===== src/rtl/npu_fp16_pkg.sv =====
// Shared fp16 definitions for the NPU MAC datapath: format constants,
// accumulator FSM states and the unpacked-operand view used for alignment.
package npu_fp16_pkg;

   localparam int          FP16_BIAS    = 15;
   localparam logic [15:0] FP16_MAX_FIN = 16'h7BFF;
   localparam int          FP16_EXP_W   = 5;
   localparam int          FP16_MAN_W   = 10;

   typedef enum logic [2:0] {
      IDLE,
      ALIGN,
      ADD,
      NORM,
      DONE
   } acc_state_t;

   typedef struct packed {
      logic                  sign;
      logic [FP16_EXP_W-1:0] expo;
      logic [FP16_MAN_W:0]   sig;   // hidden bit included
   } fp16_unp_t;

   // Exponent 0 flushes to zero; exponent 31 (inf/NaN) clamps to the largest finite magnitude.
   function automatic fp16_unp_t fp16_unpack(input logic [15:0] x);
      fp16_unp_t u;
      u.sign = x[15];
      u.expo = x[14:10];
      u.sig  = {1'b1, x[FP16_MAN_W-1:0]};
      if (x[14:10] == '0) begin
         u.expo = '0;
         u.sig  = '0;
      end else if (x[14:10] == '1) begin
         u.expo = FP16_EXP_W'(2 * FP16_BIAS);
         u.sig  = '1;
      end
      return u;
   endfunction

endpackage


===== src/rtl/fp16_lzc.sv =====
// Combinational 12-bit leading-zero counter; all-zero input reports 12.
module fp16_lzc (
   input  logic [11:0] v,
   output logic [3:0]  cnt
);

   // Highest set bit wins because later loop iterations overwrite earlier ones.
   always_comb begin
      cnt = 4'd12;
      for (int i = 0; i < 12; i++) begin
         if (v[i]) cnt = 4'(11 - i);
      end
   end

endmodule


===== src/rtl/fp16_accumulator.sv =====
// fp16 accumulator behind fp16_multiplier: each accepted product is folded
// into the running sum over a fixed ALIGN/ADD/NORM sequence; the last term
// presents the sum until the consumer acknowledges it.
module fp16_accumulator
   import npu_fp16_pkg::*;
#(
   parameter int CNT_W = 8
) (
   input  logic             clk,
   input  logic             reset_b,
   input  logic             prod_valid,
   input  logic [15:0]      prod,
   input  logic             prod_last,
   output logic             prod_clear,
   output logic             sum_valid,
   output logic [15:0]      sum,
   output logic             sum_ovf,
   output logic [CNT_W-1:0] terms,
   input  logic             sum_clear
);

   acc_state_t        state_q;
   logic              last_q, clr_q, sv_q, ovf_q;
   logic [15:0]       acc_q, op_q;
   logic [CNT_W-1:0]  terms_q;

   // Alignment stage registers
   logic              sa_q, sb_q, inf_q;
   logic [10:0]       ma_q, mb_q;
   logic [4:0]        eref_q;
   // Add stage registers
   logic              sr_q;
   logic [11:0]       mag_q;

   fp16_unp_t         ua, ub;
   logic              sa_d, sb_d, inf_d, sr_d;
   logic [10:0]       ma_d, mb_d;
   logic [4:0]        eref_d, ediff_d;
   logic [11:0]       mag_d, m_n;
   logic [3:0]        lz;
   logic signed [6:0] e_n;
   logic [16:0]       res_n;   // {overflow, packed fp16}

   // Flush underflow to +0, saturate overflow to the largest finite value.
   function automatic logic [16:0] fp16_pack_sat(input logic s, input logic signed [6:0] e,
                                                 input logic [11:0] m);
      if (m == '0 || e <= 0) return 17'h0_0000;
      if (e >= 31)           return {1'b1, s, FP16_MAX_FIN[14:0]};
      return {1'b0, s, e[4:0], m[FP16_MAN_W-1:0]};
   endfunction

   assign ua    = fp16_unpack(acc_q);
   assign ub    = fp16_unpack(op_q);
   assign inf_d = (acc_q[14:10] == 5'h1F) || (op_q[14:10] == 5'h1F);

   // Align: larger exponent is the reference, the other significand is truncated right.
   always_comb begin
      sa_d    = ua.sign;
      sb_d    = ub.sign;
      ma_d    = ua.sig;
      mb_d    = ub.sig;
      eref_d  = ua.expo;
      ediff_d = '0;
      if (ua.expo >= ub.expo) begin
         ediff_d = ua.expo - ub.expo;
         mb_d    = (ediff_d >= 5'd12) ? '0 : (ub.sig >> ediff_d);
      end else begin
         eref_d  = ub.expo;
         ediff_d = ub.expo - ua.expo;
         ma_d    = (ediff_d >= 5'd12) ? '0 : (ua.sig >> ediff_d);
      end
   end

   // Add: sign-magnitude add or subtract; difference takes the larger operand's sign.
   always_comb begin
      sr_d  = sa_q;
      mag_d = {1'b0, ma_q} + {1'b0, mb_q};
      if (sa_q != sb_q) begin
         if (ma_q >= mb_q) begin
            mag_d = {1'b0, ma_q - mb_q};
         end else begin
            mag_d = {1'b0, mb_q - ma_q};
            sr_d  = sb_q;
         end
      end
   end

   fp16_lzc u_lzc (
      .v   (mag_q),
      .cnt (lz)
   );

   // Normalise: carry shifts right, otherwise move the leading one to the hidden-bit position.
   always_comb begin
      if (mag_q[11]) begin
         m_n = mag_q >> 1;
         e_n = $signed({2'b00, eref_q}) + 7'sd1;
      end else begin
         m_n = mag_q << (lz - 4'd1);
         e_n = $signed({2'b00, eref_q}) + 7'sd1 - $signed({3'b000, lz});
      end
      res_n = fp16_pack_sat(sr_q, e_n, m_n);
   end

   // Datapath stage registers, loaded only in the state that produces them.
   always_ff @(posedge clk) begin
      if (state_q == IDLE && prod_valid) op_q <= prod;
      if (state_q == ALIGN) begin
         sa_q   <= sa_d;
         sb_q   <= sb_d;
         ma_q   <= ma_d;
         mb_q   <= mb_d;
         eref_q <= eref_d;
         inf_q  <= inf_d;
      end
      if (state_q == ADD) begin
         sr_q  <= sr_d;
         mag_q <= mag_d;
      end
   end

   // Sequencing FSM with registered handshake outputs and accumulator state.
   always_ff @(posedge clk or negedge reset_b) begin
      if (!reset_b) begin
         state_q <= IDLE;
         last_q  <= 1'b0;
         clr_q   <= 1'b0;
         sv_q    <= 1'b0;
         ovf_q   <= 1'b0;
         acc_q   <= '0;
         terms_q <= '0;
      end else begin
         clr_q <= 1'b0;
         case (state_q)
            IDLE: begin
               if (prod_valid) begin
                  last_q  <= prod_last;
                  clr_q   <= 1'b1;
                  state_q <= ALIGN;
               end
            end
            ALIGN: state_q <= ADD;
            ADD:   state_q <= NORM;
            NORM: begin
               acc_q   <= res_n[15:0];
               ovf_q   <= ovf_q | res_n[16] | inf_q;
               terms_q <= (terms_q == '1) ? terms_q : terms_q + 1'b1;
               if (last_q) begin
                  sv_q    <= 1'b1;
                  state_q <= DONE;
               end else begin
                  state_q <= IDLE;
               end
            end
            DONE: begin
               if (sum_clear) begin
                  acc_q   <= '0;
                  terms_q <= '0;
                  ovf_q   <= 1'b0;
                  sv_q    <= 1'b0;
                  state_q <= IDLE;
               end
            end
            default: state_q <= IDLE;
         endcase
      end
   end

   assign prod_clear = clr_q;
   assign sum_valid  = sv_q;
   assign sum        = acc_q;
   assign sum_ovf    = ovf_q;
   assign terms      = terms_q;

endmodule


===== config.mk =====
export PLATFORM = sky130hd
export DESIGN_NAME = fp16_accumulator
export DESIGN_NICKNAME = d
export VERILOG_FILES = /design/src/rtl/npu_fp16_pkg.sv /design/src/rtl/fp16_lzc.sv /design/src/rtl/fp16_accumulator.sv
export SDC_FILE = /design/constraint.sdc
export NUM_CORES = 1
export LEC_CHECK = 0
export BUFFER_PORTS_ARGS = -buffer_cell sky130_fd_sc_hd__buf_4
export CAP_MARGIN = 40
export CORE_MARGIN = 1.5
export CORE_UTILIZATION = 65
export CTS_CLUSTER_SIZE = 40
export DETAILED_ROUTE_END_ITERATION = 6
export GPL_ROUTABILITY_DRIVEN = 0
export HOLD_SLACK_MARGIN = 0.03
export PLACE_DENSITY = 0.81
export SYNTH_ARGS = -nofsm -noshare
export SYNTH_HDL_FRONTEND = slang
export SYNTH_SLANG_ARGS = --single-unit

===== constraint.sdc =====
create_clock -name clk -period 7.06 [get_ports clk]
set_input_delay 0.353 -clock clk [delete_from_list [all_inputs] [get_ports clk]]
set_output_delay 0.353 -clock clk [all_outputs]
set_load 0.05 [all_outputs]

; Yosys cells after proc, flatten, opt, wreduce, memory -nomap -nowiden
; Index checks and enable logic that the tools add are counted.
[totals]
regBits = 90
mem_bits_ro = 0
word_cells = 110
input_bits = 21
out_inout_bits = 27
ramBits = 0
latch_bits = 0
n_memories = 0
[classes]
n_lt_le_gt_ge = 6
n_shift = 3
n_bitwise = 2
mux = 49
eq_ne = 12
mul = 0
div = 0
n_reduce_logical = 13
addsub = 9
[ops]
columns = cell, n
row1 = 16-bit 2-to-1 mux, 5
row2 = 17-bit 2-to-1 mux, 4
row3 = 11-bit 2-to-1 mux, 5
row4 = 4-bit 2-to-1 mux, 8
row5 = 16-bit one-hot mux with 2 select lines, 1
row6 = 12-bit 2-to-1 mux, 2
row7 = 11-bit by 5-bit right shift with 11-bit output, 2
row8 = 11-bit subtractor, 2
row9 = 3-bit 2-to-1 mux, 7
row10 = 8-bit 2-to-1 mux, 2
row11 = 8-bit one-hot mux with 2 select lines, 1
row12 = 3-bit one-hot mux with 5 select lines, 1
row13 = 11-bit by 11-bit adder with 12-bit output, 1
row14 = 12-bit logical NOT, 1
row15 = 12-bit by 4-bit << shifter with 12-bit output, 1
row16 = 11-bit >= comparator, 1
row17 = "5-bit == test, second input constant", 2
row18 = "5-bit by 4-bit >= comparator with 1-bit output, second input constant", 2
row19 = 5-bit logical NOT, 2
row20 = 5-bit subtractor, 2
row21 = 1-bit 2-to-1 mux, 9
row22 = "8-bit by 1-bit adder with 8-bit output, second input constant", 1
row23 = "8-bit == test, second input constant", 1
row24 = "2-bit != test, second input constant", 4
row25 = other kinds (20), 27

; Depth between registers and ports, before layout
; Gate-level depths: netlist (run 1).
[depth]
depth_word = 24
mapped_depth = 16

; Cells and area by module
; A second synthesis (run 1) with hierarchy kept.
[unflattened]
hier_cells = 806
hier_area_um2 = 7368.3
[modules_own_cells]
columns = mod, instances, cells_per_inst, area_each_um2
row1 = fp16_accumulator, 1, 785, 7257.0
row2 = fp16_lzc, 1, 21, 111.4

; Worst setup path before layout (run 1)
; No wires, ideal clock.
[synth_timing]
path_type = flip-flop to flip-flop
startpoint = reg mag_q[10]
endpoint = reg acc_q[3] (netlist: sum[3])
setup_ns = 0.139
required_ns = 6.921
path_stages_with_launch = 17
setup_slack_ns = 3.262
synth_period_minus_slack_ns = 3.798
t_arrival_ns = 3.660
path_cell_list = edfxtp_1 > buf_2 > nor2b_2 > or3_1 > clkbuf_1 > o21ai_2 > inv_1 > ha_1 > fa_1 > nor2b_1 > o21ai_0 > nand2_1 > xor2_1 > o31a_1 > o21ai_0 > clkbuf_1 > o31ai_1
[synth_via]
elab_chain_cells = 10
elab_cells_between_ends = 18
classes_between = add/sub: 2 / order compare: 2 / shift: 1 / mux: 11 / reduce/logical: 2
[synth_lines]
columns = item, line
row1 = start: declaration, fp16_accumulator.sv:33  ; logic [11:0] mag_q;
row2 = start signal: assignment, fp16_accumulator.sv:118  ; mag_q <= mag_d;
row3 = 4-bit 2-to-1 mux (2 in a row), fp16_lzc.sv:11  ; if (v[i]) cnt = 4'(11 - i);
row4 = 6-bit by 4-bit subtractor with 7-bit output or 4-bit by 1-bit subtractor with 4-bit output (tied branches), "fp16_accumulator.sv:100, fp16_accumulator.sv:99"
row5 = 7-bit 2-to-1 mux or 12-bit by 4-bit << shifter with 12-bit output (tied branches), "fp16_accumulator.sv:95, fp16_accumulator.sv:99"
row6 = 7-bit by 6-bit >= comparator with 1-bit output or 12-bit 2-to-1 mux (tied branches), "fp16_accumulator.sv:48, fp16_accumulator.sv:95"
row7 = 1-bit 2-to-1 mux or 12-bit logical NOT (tied branches), "fp16_accumulator.sv:48, fp16_accumulator.sv:47"
row8 = 1-bit 2-to-1 mux or 1-bit logical OR (tied branches), "fp16_accumulator.sv:48, fp16_accumulator.sv:47"
row9 = 17-bit 2-to-1 mux or 1-bit 2-to-1 mux (tied branches), "fp16_accumulator.sv:49, fp16_accumulator.sv:47"
row10 = 17-bit 2-to-1 mux (*), fp16_accumulator.sv:48  ; if (e >= 31) return {1'b1, s, FP16_MAX_FIN[14:0]};
row11 = 16-bit one-hot mux with 2 select lines (*), fp16_accumulator.sv:134  ; case (state_q)
row12 = end signal: assignment, fp16_accumulator.sv:145  ; acc_q <= res_n[15:0];
row13 = end: declaration, fp16_accumulator.sv:24  ; logic [15:0] acc_q, op_q;
; Mark *: on every way between the ends. The rest lies on a longest branch, timed or not. The select of a mux whose other input is x is not followed.
; A chain may end at the register's enable or synchronous reset.

; Final worst setup path (run 1)
[layout_timing]
startpoint = reg mag_q[8]
endpoint = reg acc_q[1] (netlist: sum[1])
[layout_via]
elab_chain_cells = 12
elab_cells_between_ends = 20
classes_between = add/sub: 2 / order compare: 2 / shift: 1 / mux: 13 / reduce/logical: 2
[layout_lines]
columns = item, line
row1 = 4-bit 2-to-1 mux (4 in a row), fp16_lzc.sv:11
row2 = 6-bit by 4-bit subtractor with 7-bit output or 4-bit by 1-bit subtractor with 4-bit output (tied branches), "fp16_accumulator.sv:100, fp16_accumulator.sv:99"
row3 = 7-bit 2-to-1 mux or 12-bit by 4-bit << shifter with 12-bit output (tied branches), "fp16_accumulator.sv:95, fp16_accumulator.sv:99"
row4 = 7-bit by 6-bit >= comparator with 1-bit output or 12-bit 2-to-1 mux (tied branches), "fp16_accumulator.sv:48, fp16_accumulator.sv:95"
row5 = 1-bit 2-to-1 mux or 12-bit logical NOT (tied branches), "fp16_accumulator.sv:48, fp16_accumulator.sv:47"
row6 = 1-bit 2-to-1 mux or 1-bit logical OR (tied branches), "fp16_accumulator.sv:48, fp16_accumulator.sv:47"
row7 = 17-bit 2-to-1 mux or 1-bit 2-to-1 mux (tied branches), "fp16_accumulator.sv:49, fp16_accumulator.sv:47"
row8 = 17-bit 2-to-1 mux (*), fp16_accumulator.sv:48
row9 = 16-bit one-hot mux with 2 select lines (*), fp16_accumulator.sv:134
; Marked as above.

==> out/qor.yml, run 1 <==
worst_setup_path:
  crit_path_end_kind: "register"
  path_class: "register to register"
  critPathMaxFanout: 19
  reg2reg_from: "mag_q[8]"
  reg2regPathDepth: 10
  critPathCapture: "sum[1]"
  required_ns: 7.26
  cp_data_arrival_time_ns: 4.84
  critPathLaunch: "mag_q[8]"
  worst-r2r-setup-slack_ns: 2.42
  start_kind: "register"
  worst_r2r_endpoint: "sum[1]"
route:
  wl_met1_microns: 7742
  wire_per_inst_microns: 19.00
  drtIter0Drc: 939
  dr_wl_met3_microns: 1489
  dr.pass1.iters: 7
  wl_microns: 19130
  maxUsedRoutingLayer: "met4"
  drc: 0
  routed-wl-met2_microns: 9193
  vias: 6687
  ant_nets: 0
  via_per_inst: 6.641
place:
  post-place-ws_ns: 2.518
  place_area_sq_um: 7828
  port_buffers: 47
  hpwlAfterDp_microns: 14370
cts:
  clock_sinks: 90
  clockBufferDepth: 2
  cts_tree: "done"
  clk_pin_slew_worst_paths_ns: 0.07
  numCtsBuffers: 9
  h-tree-depth: 3
  root_buffer: "clkbuf_16"
  clk_latency_ns: 0.35
global_route:
  overflow: 0
  antenna_found_initial: 0
  first_global_vias: 6315
  grt_start_max_net_pins: 35
  grt_usage_pct: 32.33
  grt_pass1_wl_microns: 30160
yosys:
  yosysMostFrequentCell: "nand2_1"
  synthesis.nets: 923
  synth_flop_cell: "edfxtp_1"
  postSynthAreaPerCell_sq_um: 8.775
  ys_top_cells_by_count: "nand2_1, nor2_1, inv_1"
  syn-cell-area_sq_um: 7441
  synth-edff-count: 59
  yosysWarnings: 0
  synth_top_area_share_pct: 23.81
  synth_area_leader_cell: "edfxtp_1"
  synth_cells: 848
  ys_types: 78
  ys_ff_latch: 90
  synth-seq-area-share_pct: 34.24
  synth_async_sr_flop_share_pct: 34.44
  synthTopCellsByArea: "edfxtp_1, dfrtp_1, ha_1"
timing:
  fin_crit_ns: 4.644
  relSlewSlack_pct: 38.78
  worst_pin_slew_ns: 0.9114
  slew_violations: 0
  final.period_utilization_pct: 65.78
  finalClockSkew_ns: 0.007195
  rsz0062_at_grt: "no"
  finalSetupTns_ns: 0
  hold_violations: 0
  setup_ws_ns: 2.416
  max_freq_mhz: 215.3
  final-setup-viol-count: 0
final_layout:
  fin_util_pct: 74.09
  layout-drive-gt1-share_pct: 12.34
  area_growth_pct: 9.366
  diodes: 0
  nNetsFinal: 937
  fin_area_sq_um: 8138
floorplanning:
  die_h_microns: 110.0
  coreArea_sq_um: 10980
  fp-row-count: 38
  dieWidth_microns: 110.0
  dieArea_sq_um: 12100
  ioPinCount: 48
  floorplan.initialDensity_pct: 67.75
run:
  drv_cap: 0
min_path:
  worst_hold_path.num_cells: 1
  min-delay-start: "prod[12]"
  hold_path.class: "input pin to register"
outcome:
  outcome: "complete, no violations"
==> layout by cell type, fill, tap and decap left out, types with 12 or more instances in the layout <==
cell type,netlist,layout
a21oi_1,48,48
ha_1,48,48
buf_4,0,54
nand2b_1,14,14
mux2i_1,19,19
xnor2_1,15,15
dfrtp_1,31,31
edfxtp_1,59,59
nor3_1,16,16
nand2_1,80,80
o21ai_0,53,53
o31ai_1,21,21
nor2_1,75,75
a31oi_1,15,15
xor2_1,15,15
nand3_1,12,12
o22ai_1,13,13
inv_1,66,66
==> layer usage <==
layer / vias to the layer above / track usage (%)
li1: 3126 / -
met1: 3142 / 40.15
met2: 350 / 54.26
met3: 69 / 6.878
met4: 0 / 14.47
met5: - / 0
==> per-stage QoR <==
stage / hold WS (ns) / cells
after floorplan: 0.05741 / 848
after global placement: 0.3051 / 986
after detailed placement: 0.3112 / 990
after CTS: 0.1681 / 1007
after global routing: 0.1672 / 1007
final: 0.1759 / 1007
==> worst max-delay path, cell delays in order, from the launching register on <==
cell and delay [ns]:
edfxtp_1 0.59, nor3b_1 0.67, nor3_2 0.18, o21ai_2 0.21, ha_1 0.51, inv_1 0.31
mux4_2 0.56, a21oi_1 0.25, nand4_2 0.17, nor4_4 0.83, o31ai_1 0.20
==> registers in the layout (all words and copies together) (netlist names) <==
name	flops
inf_q	1
last_q	1
terms	8
sum	16
sum_valid	1
op_q	16
sa_q	1
sum_ovf	1
sb_q	1
prod_clear	1
ma_q	11
eref_q	5
sr_q	1
mb_q	11
state_q	3
mag_q	12
==> layout make-up <==
| class | instances | area, sq um |
|---|---|---|
| multi-input combinational | 639 | 4437 |
| fill | 793 | 2845 |
| sequential | 90 | 2547 |
| timing repair buffer | 56 | 430.4 |
| inverter | 66 | 247.7 |
| clock buffer | 9 | 225.2 |
| tap | 140 | 175.2 |
| clock inverter | 7 | 75.07 |
==> repair_timing <==
| action | in CTS | in global routing |
|---|---|---|
| setup buffers | 0 | 0 |
| hold buffers | 1 | 0 |
| endpoints found under the hold margin | 31 | 0 |
| gates resized for setup | 0 | 0 |
==> worst min path at each step <==
| stage | to |
|---|---|
| 6_report | op_q[12] |
| 5_1_grt | op_q[11] |
| 4_1_cts | op_q[15] |
| 3_5_place_dp | sum[2] |
| 3_3_place_gp | sum[4] |
| 2_1_floorplan | last_q |
==> kinds of logic (layout without fill, tap and decap cells) <==
kind of cell / Yosys count / count (layout) / share of synthesized area (%)
flops: 90 / 90 / 34.24
compound gates: 247 / 247 / 22.03
mux: 34 / 34 / 5.885
simple gates: 273 / 273 / 18.13
buf+inv: 119 / 138 / 6.289
xor+xnor: 31 / 31 / 3.750
fa+ha+maj: 54 / 54 / 9.686
Power of run 1 is left out: the tool's default activity adds up to more than one toggle a clock period on the data nets, which glitch-free logic cannot reach.
==> run 2: changes to the inputs <==
- CORE_UTILIZATION: 65 -> 56
- PLACE_DENSITY: 0.81 -> 0.73
- clock period: 7.06 -> 3.85 ns (I/O delays scaled with it)
==> out/qor.yml, run 2 (synthesized netlist as in run 1, its figures left out) <==
global_route:
  antenna_found_initial: 0  # unchanged
  grt_pass1_wl_microns: 32020  # +6.2%
  overflow: 0  # unchanged
  grt_start_max_net_pins: 34  # -2.9%
  first_global_vias: 6613  # +4.7%
  grt_usage_pct: 28.12  # -4.2 points
cts:
  clock_sinks: 90  # unchanged
  cts_tree: "done"
  clk_pin_slew_worst_paths_ns: 0.07  # about the same
  numCtsBuffers: 9  # unchanged
  h-tree-depth: 3  # unchanged
  clk_latency_ns: 0.35  # about the same
  clockBufferDepth: 2  # unchanged
  root_buffer: "clkbuf_16"
route:
  vias: 6862  # +2.6%
  via_per_inst: 6.371  # -4.1%
  wl_microns: 19650  # +2.7%
  ant_nets: 0  # unchanged
  drtIter0Drc: 1049  # +12%
  drc: 0  # unchanged
  wire_per_inst_microns: 18.24  # -4.0%
  dr.pass1.iters: 6  # -1
timing:
  hold_violations: 0  # unchanged
  final-setup-viol-count: 0  # unchanged
  relSlewSlack_pct: 44.12  # +5.3 points
  final.period_utilization_pct: 96.40  # +31 points
  max_freq_mhz: 269.5  # +25%
  finalClockSkew_ns: 0.008178  # +0.0009829 ns
  worst_pin_slew_ns: 0.8322  # -0.07914 ns
  setup_ws_ns: 0.1387  # -2.277 ns
  fin_crit_ns: 3.711  # -0.9329 ns
  slew_violations: 0  # unchanged
worst_setup_path:
  crit_path_end_kind: "register"
  worst-r2r-setup-slack_ns: 0.14  # -2.28 ns
  slowest_stage: "edfxtp_1"
  crit_chain: "nor2b_1 -> nor3_2 -> o21ai_4 -> inv_1 -> ha_1 -> nor2b_1 -> o21ai_0 -> a21boi_0 -> o31ai_1 -> o31a_1 -> o21ai_1 -> buf_4 -> o41ai_1"
  critPathMaxFanout: 9  # -10
  worst_r2r_endpoint: "sum[10]"
  cp_data_arrival_time_ns: 3.94  # -0.90 ns
  reg2regPathDepth: 13  # +3
  cp_common_cell: "nor2b_1"
  path_class: "register to register"
  start_kind: "register"
  reg2reg_from: "mag_q[9]"
  required_ns: 4.08  # -3.18 ns
  critical-path-top-delay-family: "compound AO/OA/AOI/OAI gates"
  cp.buffers_inverters: 2  # +1
  max_stage_delay_ns: 0.53  # -0.30 ns
final_layout:
  diodes: 0  # unchanged
  final_common_cell: "nand2_1"
  multi_input_area_sq_um: 4473  # +0.82%
  seqCellArea_sq_um: 2547  # unchanged
  nNetsFinal: 975  # +4.1%
  layout-drive-gt1-share_pct: 14.59  # +2.2 points
  area_growth_pct: 14.73
  final_cell_mix: "nand2_1, buf_4, nor2_1"
  fin_area_sq_um: 8537  # +4.9%
  fillCellCount: 996  # +26%
place:
  hpwlAfterDp_microns: 14570  # +1.4%
  place_area_sq_um: 7999  # +2.2%
  port_buffers: 47  # unchanged
  post-place-ws_ns: 0.02868  # -2.489 ns
floorplanning:
  coreArea_sq_um: 12770  # +16%
  floorplan.initialDensity_pct: 58.25  # -9.5 points
  dieWidth_microns: 118.3  # +7.5%
  die_h_microns: 118.3  # +7.5%
  dieArea_sq_um: 13990  # +16%
  fp-row-count: 41  # +7.9%
  ioPinCount: 48  # unchanged
min_path:
  min-delay-start: "sum_clear"
  hold_end: "state_q[2]"
  worst_hold_path.num_cells: 2  # +1
  hold_path.class: "input pin to register"
run:
  drv_cap: 0  # unchanged
outcome:
  outcome: "complete, no violations"
-- run 2: cell count changes in the layout (fill, tap and decap cells not counted), moves of 2 or more --
| cell | before | now |
|---|---|---|
| buf_4 | 54 | 76 |
| clkbuf_8 | 0 | 2 |
| inv_6 | 2 | 0 |
| dlygate4sd3_1 | 1 | 17 |
-- run 2: layout make-up --
| cell class | instances | area share, % |
|---|---|---|
| multi-input combinational | 639 | 52.40 |
| sequential | 90 | 29.84 |
| timing repair buffer | 94 | 8.808 |
| clock buffer | 13 | 3.298 |
| inverter | 66 | 2.902 |
| tap | 172 | 2.521 |
| clock inverter | 3 | 0.2345 |
-- run 2: worst max-delay path by stage --
| stage | from | to | slack (ns) | cells past startpoint |
|---|---|---|---|---|
| final | mag_q[9] | sum[10] | 0.14 | 13 |
| after global placement | mag_q[10] | sum[9] | 0.24 | 12 |
| after detailed placement | mag_q[10] | sum[5] | 0.03 | 12 |
| after CTS | mag_q[10] | sum[0] | 0.05 | 12 |
| after global routing | mag_q[9] | sum[10] | -0.05 | 13 |
| after floorplan | mag_q[10] | sum[3] | 0.05 | 16 |
-- run 2: per-stage QoR --
stage	util [%]	instances	hold slack (ns)	setup TNS (ns)
final	66.83	1077	0.03949	0
after CTS	66.31	1073	0.03861	0
after global placement	62.53	1039	0.1449	0
after floorplan	-	848	-0.1031	0
after detailed placement	62.62	1040	0.1538	0
after global routing	66.83	1077	0.05023	-0.1531
-- run 2: per-layer routing --
metal / part of all wire (%) / track usage [%] / vias to the layer above
met3: 6.5 / 4.923 / 70
met5: 0 / 0 / -
met2: 48 / 46.77 / 351
li1: - / - / 3193
met1: 42 / 36.25 / 3248
met4: 3.3 / 11.66 / 0
-- run 2: repair_timing --
action	in CTS	in global routing
resized for setup	0	6
buffers inserted	0	4
hold endpoints to repair	47	0
endpoints found under the setup margin	0	18
hold buffers	17	0
Power of run 2 is left out for the same reason.
==> run 3: changes to the inputs <==
--- a/config.mk
+++ b/config.mk
@@ -14,2 +14,3 @@
 export GPL_ROUTABILITY_DRIVEN = 0
+export GPL_TIMING_DRIVEN = 1
 export HOLD_SLACK_MARGIN = 0.03
==> constraint.sdc (replaced) <==
create_clock -name clk -period 3.85 [get_ports clk]
set_input_delay 0.385 -clock clk [delete_from_list [all_inputs] [get_ports clk]]
set_output_delay 0.385 -clock clk [all_outputs]
set_load 0.05 [all_outputs]
==> out/qor.yml, run 3 (synthesized netlist as in run 1, its figures left out) <==
worst_setup_path:
  required_ns: 4.07  # about the same
  critPathLaunch: "mag_q[4]"
  crit_path_end_kind: "register"
  reg2regPathDepth: 13  # unchanged
  slowest_stage: "edfxtp_1"
  start_kind: "register"
  critPathMaxFanout: 18  # +9
  path_class: "register to register"
  reg2reg_from: "mag_q[4]"
  cp_data_arrival_time_ns: 3.93  # about the same
  cp.buffers_inverters: 4  # +2
  cp_common_cell: "buf_4"
  crit_chain: "inv_1 -> a221oi_4 -> o21ai_4 -> buf_4 -> ha_1 -> buf_4 -> nand2_1 -> nor2_1 -> mux2i_1 -> o21ai_1 -> nor4_4 -> buf_4 -> o41ai_1"
  worst_r2r_endpoint: "sum[10]"
  worst-r2r-setup-slack_ns: 0.15  # about the same
  critical-path-top-delay-family: "compound AO/OA/AOI/OAI gates"
  max_stage_delay_ns: 0.51  # -0.02 ns
place:
  hpwlAfterDp_microns: 14570  # unchanged
  dp_cells: 1040  # unchanged
  port_buffers: 47  # unchanged
global_route:
  first_global_vias: 6545  # -1.0%
  overflow: 0  # unchanged
  grt_start_max_net_pins: 34  # unchanged
  grt_usage_pct: 27.92  # -0.20 points
  grt_pass1_wl_microns: 31800  # -0.69%
  antenna_found_initial: 0  # unchanged
cts:
  clk_latency_ns: 0.35  # about the same
  cts_tree: "done"
  numCtsBuffers: 9  # unchanged
  clk_pin_slew_worst_paths_ns: 0.07  # about the same
  clockBufferDepth: 2  # unchanged
  h-tree-depth: 3  # unchanged
  root_buffer: "clkbuf_16"
  clock_sinks: 90  # unchanged
floorplanning:
  ioPinCount: 48  # unchanged
  dieWidth_microns: 118.3  # unchanged
  dieArea_sq_um: 13990  # unchanged
  die_h_microns: 118.3  # unchanged
  fp-row-count: 41  # unchanged
  floorplan.initialDensity_pct: 58.25  # unchanged
  coreArea_sq_um: 12770  # unchanged
timing:
  hold_violations: 0  # unchanged
  worst_pin_slew_ns: 0.8417  # +0.009416 ns
  relSlewSlack_pct: 43.49  # -0.63 points
  fin_crit_ns: 3.701  # -0.009939 ns
  whs_ns: 0.2147  # +0.1752 ns
  finalSetupTns_ns: 0  # unchanged
  max_freq_mhz: 270.2  # +0.27%
  final.period_utilization_pct: 96.14  # -0.26 points
  slew_violations: 0  # unchanged
  final-setup-viol-count: 0  # unchanged
  finalClockSkew_ns: 0.008664  # +0.0004860 ns
route:
  wl_microns: 19430  # -1.1%
  via_per_inst: 6.389  # +0.28%
  drtIter0Drc: 1092  # +4.1%
  wire_per_inst_microns: 18.35  # +0.58%
  drc: 0  # unchanged
  dr.pass1.iters: 6  # unchanged
  vias: 6766  # -1.4%
  ant_nets: 0  # unchanged
final_layout:
  final_cell_mix: "nand2_1, nor2_1, buf_4"
  layout-drive-gt1-share_pct: 14.77  # +0.18 points
  diodes: 0  # unchanged
  final_common_cell: "nand2_1"
  area_growth_pct: 12.46
  nNetsFinal: 957  # -1.8%
  fillCellCount: 1025  # +2.9%
  final_cells: 1059  # -1.7%
min_path:
  worst_hold_path.num_cells: 1  # -1
  min-delay-start: "prod[5]"
  hold_end: "op_q[5]"
  hold_path.class: "input pin to register"
run:
  drv_cap: 0  # unchanged
outcome:
  outcome: "complete, no violations"
-- run 3: changes by cell type in the layout (fill, tap and decap cells not counted) --
cell           delta
buf_4             -2
nor3_2            -1
inv_1             -1
dlygate4sd3_1    -16
inv_2             +1
nor3_4            +1
-- run 3: area by class of cell --
| class | instances | area [sq um] | area share (%) |
|---|---|---|---|
| clock buffer | 13 | 281.5 | 3.364 |
| clock inverter | 3 | 20.02 | 0.2392 |
| inverter | 66 | 247.7 | 2.961 |
| multi-input combinational | 639 | 4479 | 53.53 |
| sequential | 90 | 2547 | 30.44 |
| tap | 172 | 215.2 | 2.572 |
| timing repair buffer | 76 | 576.8 | 6.893 |
-- run 3: worst max-delay path by stage --
stage               endpoint  slack, ns  cells after the start
floorplan             sum[3]       0.05                     16
global placement      sum[9]       0.24                     12
detailed placement    sum[5]       0.03                     12
CTS                   sum[0]       0.05                     12
global route         sum[10]      -0.04                     13
finish               sum[10]       0.15                     13
-- run 3: stage by stage --
stage / util [%] / setup WS (ns) / cell area (sq um)
after floorplan: - / 0.05179 / 7441
after global placement: 62.53 / 0.2448 / 7988
after detailed placement: 62.62 / 0.02868 / 7999
after CTS: 65.06 / 0.04661 / 8310
after global routing: 65.51 / -0.03569 / 8368
final: 65.51 / 0.1487 / 8368
-- run 3: timing repair --
item / CTS / global route
setup endpoints to repair: 0 / 18
hold buffers: 1 / 0
buffers inserted: 0 / 2
endpoints found under the hold margin: 31 / 0
resized for setup: 0 / 8
-- run 3: layer usage --
metal	track usage (%)	up-vias	part of all wire (%)
li1	-	3158	-
met1	36.11	3171	42
met2	46.33	352	47
met3	4.826	85	6.8
met4	11.59	0	3.9
met5	0	-	0
Power of run 3 is left out for the same reason.
